==> config.mk <==
export PLATFORM = sky130hd
export DESIGN_NAME = vram_text_renderer
export DESIGN_NICKNAME = d
export VERILOG_FILES = /design/src/rtl/lcd_text_pkg.sv /design/src/rtl/font_rom.sv /design/src/rtl/vram_text_renderer.sv
export SDC_FILE = /design/constraint.sdc
export NUM_CORES = 1
export LEC_CHECK = 0
export ABC_CLOCK_PERIOD_IN_PS = 1700
export CAP_MARGIN = 30
export CORE_ASPECT_RATIO = 1.2
export CORE_UTILIZATION = 28
export DETAILED_ROUTE_END_ITERATION = 6
export GPL_ROUTABILITY_DRIVEN = 0
export PLACE_DENSITY = 0.64
export SYNTH_ARGS = -nofsm -noshare
export SYNTH_HDL_FRONTEND = slang
export SYNTH_SLANG_ARGS = --single-unit
==> constraint.sdc <==
create_clock -name MEMORY_CLK -period 1.7 [get_ports MEMORY_CLK]
set_input_delay 0.34 -clock MEMORY_CLK [delete_from_list [all_inputs] [get_ports MEMORY_CLK]]
set_output_delay 0.34 -clock MEMORY_CLK [all_outputs]
set_load 0.02 [all_outputs]
==> src/rtl/lcd_text_pkg.sv <==
`default_nettype none
// ============================================================
// Package : lcd_text_pkg
// Brief   : panel geometry, pixel/address types and cell-address helper
// Rev     : 1.0
// ============================================================
package lcd_text_pkg;

    localparam int H_ACTIVE = 480;
    localparam int V_ACTIVE = 272;
    localparam int COLS     = 60;
    localparam int ROWS     = 17;
    localparam int GLYPH_W  = 8;
    localparam int GLYPH_H  = 16;
    localparam int CELLS    = COLS * ROWS;

    typedef logic [15:0] rgb565_t;
    typedef logic [9:0]  vaddr_t;

    // Sideband that travels alongside the VRAM/font fetch.
    typedef struct packed {
        logic       de;
        logic       hs;
        logic       vs;
        logic       in_range;
        logic       cur_hit;
        logic [2:0] gx;
        logic [3:0] gy;
    } side_t;

    // row*60 + col without a multiplier.
    function automatic vaddr_t cell_addr(input logic [6:0] col, input logic [4:0] row);
        logic [11:0] w_sum;
        w_sum = {1'b0, row, 6'b0} - {5'b0, row, 2'b0} + {5'b0, col};
        return w_sum[9:0];
    endfunction

endpackage
`default_nettype wire

==> src/rtl/font_rom.sv <==
`default_nettype none
// ============================================================
// Module : font_rom
// Brief  : 4096x8 glyph ROM ({code, row}), one-cycle registered read
// Rev    : 1.0
// ============================================================
module font_rom
    import lcd_text_pkg::*;
(
    input  logic        MEMORY_CLK,
    input  logic [11:0] addr,
    output logic [7:0]  data
);

    localparam logic [7:0] c_glyph_a [GLYPH_H] = '{
        8'h18, 8'h3C, 8'h66, 8'h66, 8'h66, 8'h7E, 8'h7E, 8'h66,
        8'h66, 8'h66, 8'h66, 8'h66, 8'h00, 8'h00, 8'h00, 8'h00
    };

    // Unlisted codes (including space) render as an empty cell.
    function automatic logic [7:0] glyph_row(input logic [7:0] code, input logic [3:0] gy);
        logic [7:0] w_row;
        w_row = 8'h00;
        case (code)
            8'h41:   w_row = c_glyph_a[gy];
            8'hDB:   w_row = 8'hFF;
            default: w_row = 8'h00;
        endcase
        return w_row;
    endfunction

    always_ff @(posedge MEMORY_CLK) begin
        data <= glyph_row(addr[11:4], addr[3:0]);
    end

endmodule
`default_nettype wire

==> src/rtl/vram_text_renderer.sv <==
`default_nettype none
// ============================================================
// Module : vram_text_renderer
// Brief  : text VRAM + font ROM to RGB565 pixels, timing delayed to match
// Rev    : 1.0
// ============================================================
module vram_text_renderer
    import lcd_text_pkg::*;
#(
    parameter int VRAM_LAT  = 1,
    parameter int BLINK_BIT = 5
) (
    input  logic        MEMORY_CLK,
    input  logic        rst_n,
    input  logic        in_de,
    input  logic        in_hs,
    input  logic        in_vs,
    input  logic [9:0]  in_x,
    input  logic [8:0]  in_y,
    output logic [9:0]  v_adb,
    output logic        v_ceb,
    output logic        v_oce,
    output logic        v_resetb,
    input  logic [7:0]  v_dout,
    input  logic        cursor_en,
    input  logic [9:0]  cursor_addr,
    input  logic [15:0] fg_color,
    input  logic [15:0] bg_color,
    output logic        out_de,
    output logic        out_hs,
    output logic        out_vs,
    output logic [15:0] out_rgb
);

    logic [6:0]  w_col;
    logic [4:0]  w_row;
    vaddr_t      w_addr;
    side_t       w_s0;
    vaddr_t      r_v_adb;
    logic        r_v_ceb;
    side_t       r_pipe [0:VRAM_LAT];
    side_t       r_font;
    logic [11:0] w_font_addr;
    logic [7:0]  w_glyph;
    logic        w_pix;
    logic        r_vs_d;
    logic [7:0]  r_fcnt;

    assign w_col  = in_x[9:3];
    assign w_row  = in_y[8:4];
    assign w_addr = cell_addr(w_col, w_row);

    always_comb begin
        w_s0          = '0;
        w_s0.de       = in_de;
        w_s0.hs       = in_hs;
        w_s0.vs       = in_vs;
        w_s0.in_range = in_de & (w_col < 7'(COLS)) & (w_row < 5'(ROWS));
        w_s0.cur_hit  = cursor_en & (w_addr == cursor_addr) & (cursor_addr < 10'(CELLS));
        w_s0.gx       = in_x[2:0];
        w_s0.gy       = in_y[3:0];
    end

    assign v_adb    = r_v_adb;
    assign v_ceb    = r_v_ceb;
    assign v_oce    = 1'b1;
    assign v_resetb = 1'b0;

    // Address stage: hold the last address across blanking.
    always_ff @(posedge MEMORY_CLK or negedge rst_n) begin
        if (!rst_n) begin
            r_v_adb   <= '0;
            r_v_ceb   <= 1'b0;
            r_pipe[0] <= '0;
        end else begin
            r_v_ceb   <= in_de;
            if (in_de) r_v_adb <= w_addr;
            r_pipe[0] <= w_s0;
        end
    end

    for (genvar k = 1; k <= VRAM_LAT; k++) begin : g_delay
        always_ff @(posedge MEMORY_CLK or negedge rst_n) begin
            if (!rst_n) r_pipe[k] <= '0;
            else        r_pipe[k] <= r_pipe[k-1];
        end
    end

    assign w_font_addr = {v_dout, r_pipe[VRAM_LAT].gy};

    font_rom u_font_rom (
        .MEMORY_CLK (MEMORY_CLK),
        .addr       (w_font_addr),
        .data       (w_glyph)
    );

    always_ff @(posedge MEMORY_CLK or negedge rst_n) begin
        if (!rst_n) r_font <= '0;
        else        r_font <= r_pipe[VRAM_LAT];
    end

    // Glyph bit 7 is the leftmost pixel; cursor inverts the whole cell.
    assign w_pix = w_glyph[3'(GLYPH_W - 1) - r_font.gx] ^ (r_font.cur_hit & r_fcnt[BLINK_BIT]);

    always_ff @(posedge MEMORY_CLK or negedge rst_n) begin
        if (!rst_n) begin
            out_de  <= 1'b0;
            out_hs  <= 1'b0;
            out_vs  <= 1'b0;
            out_rgb <= '0;
        end else begin
            out_de  <= r_font.de;
            out_hs  <= r_font.hs;
            out_vs  <= r_font.vs;
            out_rgb <= (r_font.de && r_font.in_range) ? (w_pix ? fg_color : bg_color) : 16'h0000;
        end
    end

    always_ff @(posedge MEMORY_CLK or negedge rst_n) begin
        if (!rst_n) begin
            r_vs_d <= 1'b0;
            r_fcnt <= '0;
        end else begin
            r_vs_d <= in_vs;
            if (in_vs && !r_vs_d) r_fcnt <= r_fcnt + 8'd1;
        end
    end

endmodule
`default_nettype wire

==> results of run 1 <==
metrics by stage:
| stage | worst slack (ns) | TNS (ns) | instance area (um^2) | hold slack [ns] |
|---|---|---|---|---|
| after floorplan | -0.534 | -3.58 | 3460 | 0.0444 |
| after global routing | -0.533 | -6.31 | 5550 | 0.0103 |
| after CTS | -0.459 | -4.46 | 5490 | 0.00722 |
| final | -0.422 | -4.04 | 5550 | -0.00197 |
| after detailed placement | -1.26 | -11.11 | 4950 | 0.335 |
| after global placement | -1.13 | -10.50 | 4950 | 0.333 |
Yosys cell counts, drive strengths merged, types with 3 or more instances:
| library cell | instances | area (um^2) |
|---|---|---|
| a21oi | 8 | 40.0 |
| buf | 9 | 55.0 |
| clkbuf | 4 | 15.0 |
| dfrtp | 67 | 1680 |
| dfxtp | 4 | 80.1 |
| ha | 14 | 175 |
| inv | 12 | 45.0 |
| mux2 | 9 | 101 |
| mux2i | 19 | 203 |
| nand2 | 12 | 45.0 |
| nand2b | 4 | 25.0 |
| nand3 | 4 | 20.0 |
| nand4 | 7 | 43.8 |
| nor2 | 30 | 113 |
| nor3 | 3 | 15.0 |
| o211ai | 3 | 22.5 |
| o21ai | 4 | 20.0 |
| xnor2 | 15 | 150 |
| xor2 | 6 | 52.6 |
flip-flops by register name, indices dropped and copies added, names as in the netlist:
register	cells
r_fcnt	6
u_font_rom.data	4
out_hs	1
out_de	1
r_font	8
r_pipe	23
out_vs	1
out_rgb	16
r_vs_d	1
v_adb	10
path summary, 6_finish.rpt:
kind | to | cells after the start | slack [ns] | from
min in group MEMORY_CLK | r_pipe[20] | 2 | 0.21 | in_y[8]
worst min-delay path | out_vs | 2 | -0.002 | rst_n
max in group asynchronous | v_adb[6] | 2 | 1.45 | rst_n
worst max-delay path | r_pipe[19] | 10 | -0.42 | in_y[8]
worst min register to register | r_pipe[5] | 0 | 0.35 | r_pipe[17]
worst max register to register | out_rgb[15] | 6 | -0.22 | r_font[4]
report_power, final:
group          switching [mW]  leakage (nW)  internal, mW
combinational           0.647          1.46         0.857
sequential              0.109         0.864          1.86
clock                   0.662         0.141          1.16
total                    1.42          2.47          3.89
worst max-delay path: cells and delay by family:
| kind | cells | cell delay (ns) |
|---|---|---|
| buffers and inverters | 3 | 0.24 |
| adder cells (fa/ha/maj) | 2 | 0.79 |
| AO/OA/AOI/OAI | 2 | 0.50 |
| AND/OR/NAND/NOR | 3 | 0.48 |
cell families (layout without fill, tap and decap cells):
| logic type | after synthesis | count (layout) | synth area share (%) |
|---|---|---|---|
| AND/OR/NAND/NOR | 74 | 74 | 11.0 |
| multiplexers | 30 | 30 | 10.8 |
| adder cells (fa/ha/maj) | 15 | 15 | 5.92 |
| AO/OA/AOI/OAI | 37 | 37 | 8.36 |
| XOR/XNOR | 22 | 23 | 6.84 |
| other | 2 | 2 | 0.228 |
| buffers and inverters | 25 | 185 | 3.49 |
| flip-flops | 71 | 71 | 53.3 |
layout make-up:
type / instances / share of cell area [%]
sequential: 71 / 31.6
multi-input combinational: 181 / 31.4
timing repair buffer: 158 / 27.0
clock buffer: 10 / 4.30
tap: 157 / 3.54
clock inverter: 5 / 1.06
inverter: 12 / 1.04
repair_timing:
item	in CTS	in global routing
gates resized for setup	75	17
buffers inserted	11	2
hold buffers	0	0
cloned	1	0
setup endpoints to repair	23	23
pin swaps	23	11
routing by layer:
layer	routed length, um	track usage [%]
met1	2930	14.3
met5	0	0
met2	4460	26.8
met4	263	6.70
met3	560	3.87
cell usage in the layout (no fill, tap or decap), types with 2 or more instances in the layout:
| master | instances |
|---|---|
| clkdlybuf4s50_1 | 91 |
| dfrtp_1 | 67 |
| buf_4 | 46 |
| nor2_1 | 26 |
| mux2i_1 | 18 |
| xnor2_1 | 13 |
| nand2_1 | 11 |
| ha_4 | 10 |
| clkbuf_16 | 9 |
| buf_6 | 9 |
| nand4_1 | 7 |
| inv_1 | 6 |
| xor2_1 | 6 |
| a21oi_1 | 5 |
| mux2_2 | 5 |
| nor2_2 | 4 |
| mux2_4 | 4 |
| nand2b_1 | 4 |
| ha_1 | 4 |
| buf_2 | 4 |
| dfxtp_1 | 4 |
| nor3_1 | 3 |
| inv_4 | 3 |
| o21ai_0 | 3 |
| o211ai_1 | 3 |
| buf_12 | 3 |
| inv_2 | 2 |
| nor4_1 | 2 |
| mux4_2 | 2 |
| xnor2_4 | 2 |
| nand3_1 | 2 |
| a211o_1 | 2 |
| and2_4 | 2 |
| a21oi_4 | 2 |
| o21a_1 | 2 |
| a2111oi_2 | 2 |
| conb_1 | 2 |
| clkinvlp_4 | 2 |
| buf_8 | 2 |
==> out/results.ini, run 1 <==
[detailed_routing]
drt_pre_antenna_iters = 6
drtIter0Drc = 87
wirelength_um = 8210
drc = 0
vias = 2692
routed_via_density = 4.53
ant_nets = 0
wl_per_cell_um = 13.8

[timing]
worst_slew_pin_slew_ns = 0.510
fin_crit_ns = 2.12
slew_headroom_pct = 65.9
final_max_slew_viol_count = 0
clock-skew-final_ns = 0.00538
setup_viol = 21
timing.final.ws_setup_ns = -0.422
finalHoldViolations = 4
hold_ws_ns = -0.00197
rsz0062_at_grt = yes
fmax_ghz = 0.471
fin_crit_sh_pct = 125

[critical_path]
path_cells = buf_8, inv_4, fa_2, ha_4, buf_6, and2_4, o221ai_2, and4b_1, nand4_1, a2111oi_2
arrival_ns = 2.34
cp.required_ns = 1.91
criticalPathCategory = primary input to flip-flop
worst_setup_path_end_kind = flip-flop
cp_slowest_cell = fa_2
max_stage_delay_ns = 0.58
worst-path-max-fanout = 5
critPathLaunchType = primary input

[hold_path]
hold_class = primary input to asynchronous set/reset pin

[finish]
fin_util_pct = 48.2
n_fill_cell = 1058
num_antenna_cells = 0
final_cells = 594
drive_gt1_share_pct = 31.4
fin_nets = 523
multi_input_area_um2 = 1740
regArea_um2 = 1760
area_growth_pct = 68.6

[power_and_ir_drop]
ir_drop_mv = 0.453
cellLeakagePower_nw = 2.47
power_mw = 5.31
powerDensity_nw_per_um2 = 955

[place]
dpl.cell_count = 568
portBuffers = 104
dp_hpwl_um = 6170

[floorplanning]
rows = 43
io_pins = 107
die_h_um = 121
die-area_um2 = 12200
start_util_pct = 28.6
dieWidth_um = 101
coreArea_um2 = 11500

[logic_synthesis]
synthFlopType = dfrtp_1
synthDistinctLibCells = 57
yosysSeqAreaShare_pct = 53.3
synth_cells = 276
synthArstFlopShare_pct = 94.4
yosys_warnings = 0
synth_edf_count = 0
synth.avg_cell_area_um2 = 11.9
syn_area_um2 = 3290
synth_nets = 366
ys_ff_latch = 71

[clocking]
cts_tree = yes
htreeDepth = 3
numCtsBuffers = 9
cts_num_sinks = 71
cts_buffer_depth = 2
clk_pin_slew_ns = 0.05
clock_latency_ns = 0.33
cts_root_buffer = clkbuf_16

[global_route]
grt_pass1_vias = 2747
antenna_found_initial = 0
grt_overflow = 0
grt_max_degree = 46
track_usage_pct = 14.2
grt_pass1_wl_um = 13100

[run_status]
failed_checks = hold timing, setup timing
status = finished with violations

[flow_run]
cap_violations = 0

Power figures use the tool's default switching activity.
==> run 2: changes to the inputs <==
ABC_AREA = 1   (was default)
HOLD_SLACK_MARGIN = 0.1   (was default)
PLACE_DENSITY = 0.65   (was 0.64)
==> run 2 against run 1 <==
- the run ends with setup timing left
- worst setup slack better by 0.35 ns
- hold slack better by 0.32 ns
- via count up 4.6%
- highest routed layer unchanged
- synthesized cell count up 28%
- sequential share of layout area up 2.6 points
- largest power group unchanged
- critical endpoint unchanged
==> out/results.ini, run 2 <==
[global_route]
grt_overflow = 0
grt_max_degree = 50
antenna_found_initial = 0
grt_pass1_wl_um = 13000
grt_pass1_vias = 2932
track_usage_pct = 14.2

[critical_path]
cp_slowest_cell = fa_1
max_stage_delay_ns = 0.51
critPathLaunchType = primary input
worst_setup_path_end_kind = flip-flop
worst-path-max-fanout = 4
path_cells = buf_8, fa_1, ha_4, nand2_2, nor2_2, nand3_2, nand2_1, nand2_1, nand3_1, nand2_1, inv_1, nand3_1, nor2_1
arrival_ns = 2.03
cp.required_ns = 1.96
criticalPathCategory = primary input to flip-flop
path_common_cell = nand2_1

[floorplanning]
die-area_um2 = 11700
dieWidth_um = 99.0
io_pins = 107
rows = 42
die_h_um = 118
start_util_pct = 28.6
coreArea_um2 = 11000

[finish]
fin_util_pct = 46.5
largest-register = r_pipe
fin_nets = 588
area_growth_pct = 62.3
num_antenna_cells = 0
final_cell_mix = clkdlybuf4s50_1, nand2_1, dfrtp_1
design_area_um2 = 5130
drive_gt1_share_pct = 19.1
layout_commonest_cell = clkdlybuf4s50_1
largest_reg_flops = 23

[clocking]
cts_num_sinks = 71
cts_tree = yes
htreeDepth = 3
clock_latency_ns = 0.33
cts_root_buffer = clkbuf_16
numCtsBuffers = 9
cts_buffer_depth = 2
clk_pin_slew_ns = 0.06

[hold_path]
hold_class = primary input to flip-flop

[logic_synthesis]
synth_compound_area_share_pct = 6.18
yosys.area_share.simple_pct = 23.3
synth_top_area_share_pct = 53.0
synthDistinctLibCells = 31
synth_edf_count = 0
yosysSeqAreaShare_pct = 55.6
syn_area_um2 = 3160
synth_cells = 353
yosysMostFrequentCell = nand2_1
synth_xor_area_share_pct = 1.66
synthAdderAreaFrac_pct = 6.18
yosys_warnings = 0
synthFlopType = dfrtp_1
synth_top_family_by_area = simple AND/OR/NAND/NOR gates
yosys-top-cells-count = nand2_1, dfrtp_1, nor2_1
synth_nets = 443
synth_mux_area_share_pct = 0.356
ys_ff_latch = 71
synthArstFlopShare_pct = 94.4
synth.avg_cell_area_um2 = 8.95
yosysTopAreaCell = dfrtp_1
synth_area_leaders = dfrtp_1, nand2_1, nor2_1

[place]
placed_cell_area_um2 = 4600
portBuffers = 104
dp_hpwl_um = 5860

[power_and_ir_drop]
ir_drop_mv = 0.397
power_mw = 4.98
powerDensity_nw_per_um2 = 971
cellLeakagePower_nw = 2.44

[run_status]
status = finished with violations
failed_checks = setup timing

[timing]
setup_viol = 1
tns_ns = -0.0723
clock-skew-final_ns = 0.00818
hold_ws_ns = 0.321
timing.final.ws_setup_ns = -0.0723
fin_crit_sh_pct = 104
final_max_slew_viol_count = 0
finalHoldViolations = 0
rsz0062_at_grt = yes
fmax_ghz = 0.564
fin_crit_ns = 1.77

[flow_run]
cap_violations = 0

[detailed_routing]
wirelength_um = 7780
wl_per_cell_um = 12.2
ant_nets = 0
vias = 2816
drt_pre_antenna_iters = 4
drtIter0Drc = 122
routed_via_density = 4.43
drc = 0

-- run 2: power breakdown --
group	leakage [nW]	switching, mW	total (mW)	internal [mW]
clock	0.149	0.745	1.91	1.17
combinational	1.43	0.538	1.12	0.585
sequential	0.865	0.107	1.95	1.84
total	2.44	1.39	4.98	3.59
-- run 2: final cells by class --
| cell class | count | area (um^2) |
|---|---|---|
| fill | 1043 | 5910 |
| sequential | 71 | 1760 |
| multi-input combinational | 234 | 1420 |
| timing repair buffer | 140 | 1320 |
| clock buffer | 9 | 225 |
| tap | 132 | 165 |
| inverter | 42 | 160 |
| clock inverter | 7 | 83.8 |
-- run 2: path summary, 6_finish.rpt --
path	startpoint	to	slack, ns	depth (start not counted)
setup reg to reg	r_font[4]	out_rgb[9]	0.18	9
min in group asynchronous	rst_n	r_pipe[1]	0.50	2
max in group asynchronous	rst_n	out_rgb[6]	0.60	3
hold / removal	in_x[9]	r_pipe[20]	0.32	3
hold reg to reg	r_pipe[16]	r_pipe[4]	0.34	0
setup / recovery	in_y[4]	r_pipe[19]	-0.07	13
-- run 2: timing repair --
action / CTS / global route
buffers inserted: 1 / 0
hold buffers: 1 / 0
endpoints found under the hold margin: 18 / 0
pin swaps: 22 / 10
resized for setup: 49 / 13
endpoints found under the setup margin: 8 / 13
-- run 2: kinds of logic after synthesis --
kind of cell	count (synthesis)
compound gates	36
mux	1
xor+xnor	6
flops	71
simple gates	174
other cells	2
buf+inv	48
fa+ha+maj	15
-- run 2: critical path, delay by kind of cell --
kind,cells,cell delay [ns]
adders and majority gates,2,0.83
and+or+nand+nor,9,0.72
buffers and inverters,2,0.15
-- run 2: stage by stage --
stage	setup WS, ns	std cells
after floorplan	-0.177	353
after global placement	-0.808	617
after detailed placement	-0.828	617
after CTS	-0.112	635
after global routing	-0.193	635
final	-0.0723	635
-- run 2: metal layers --
metal	vias up	share of wire, %	GRT usage [%]
li1	1415	-	-
met1	1305	40	14.9
met2	78	53	26.1
met3	18	5.0	3.55
met4	0	2.5	6.90
met5	-	0	0
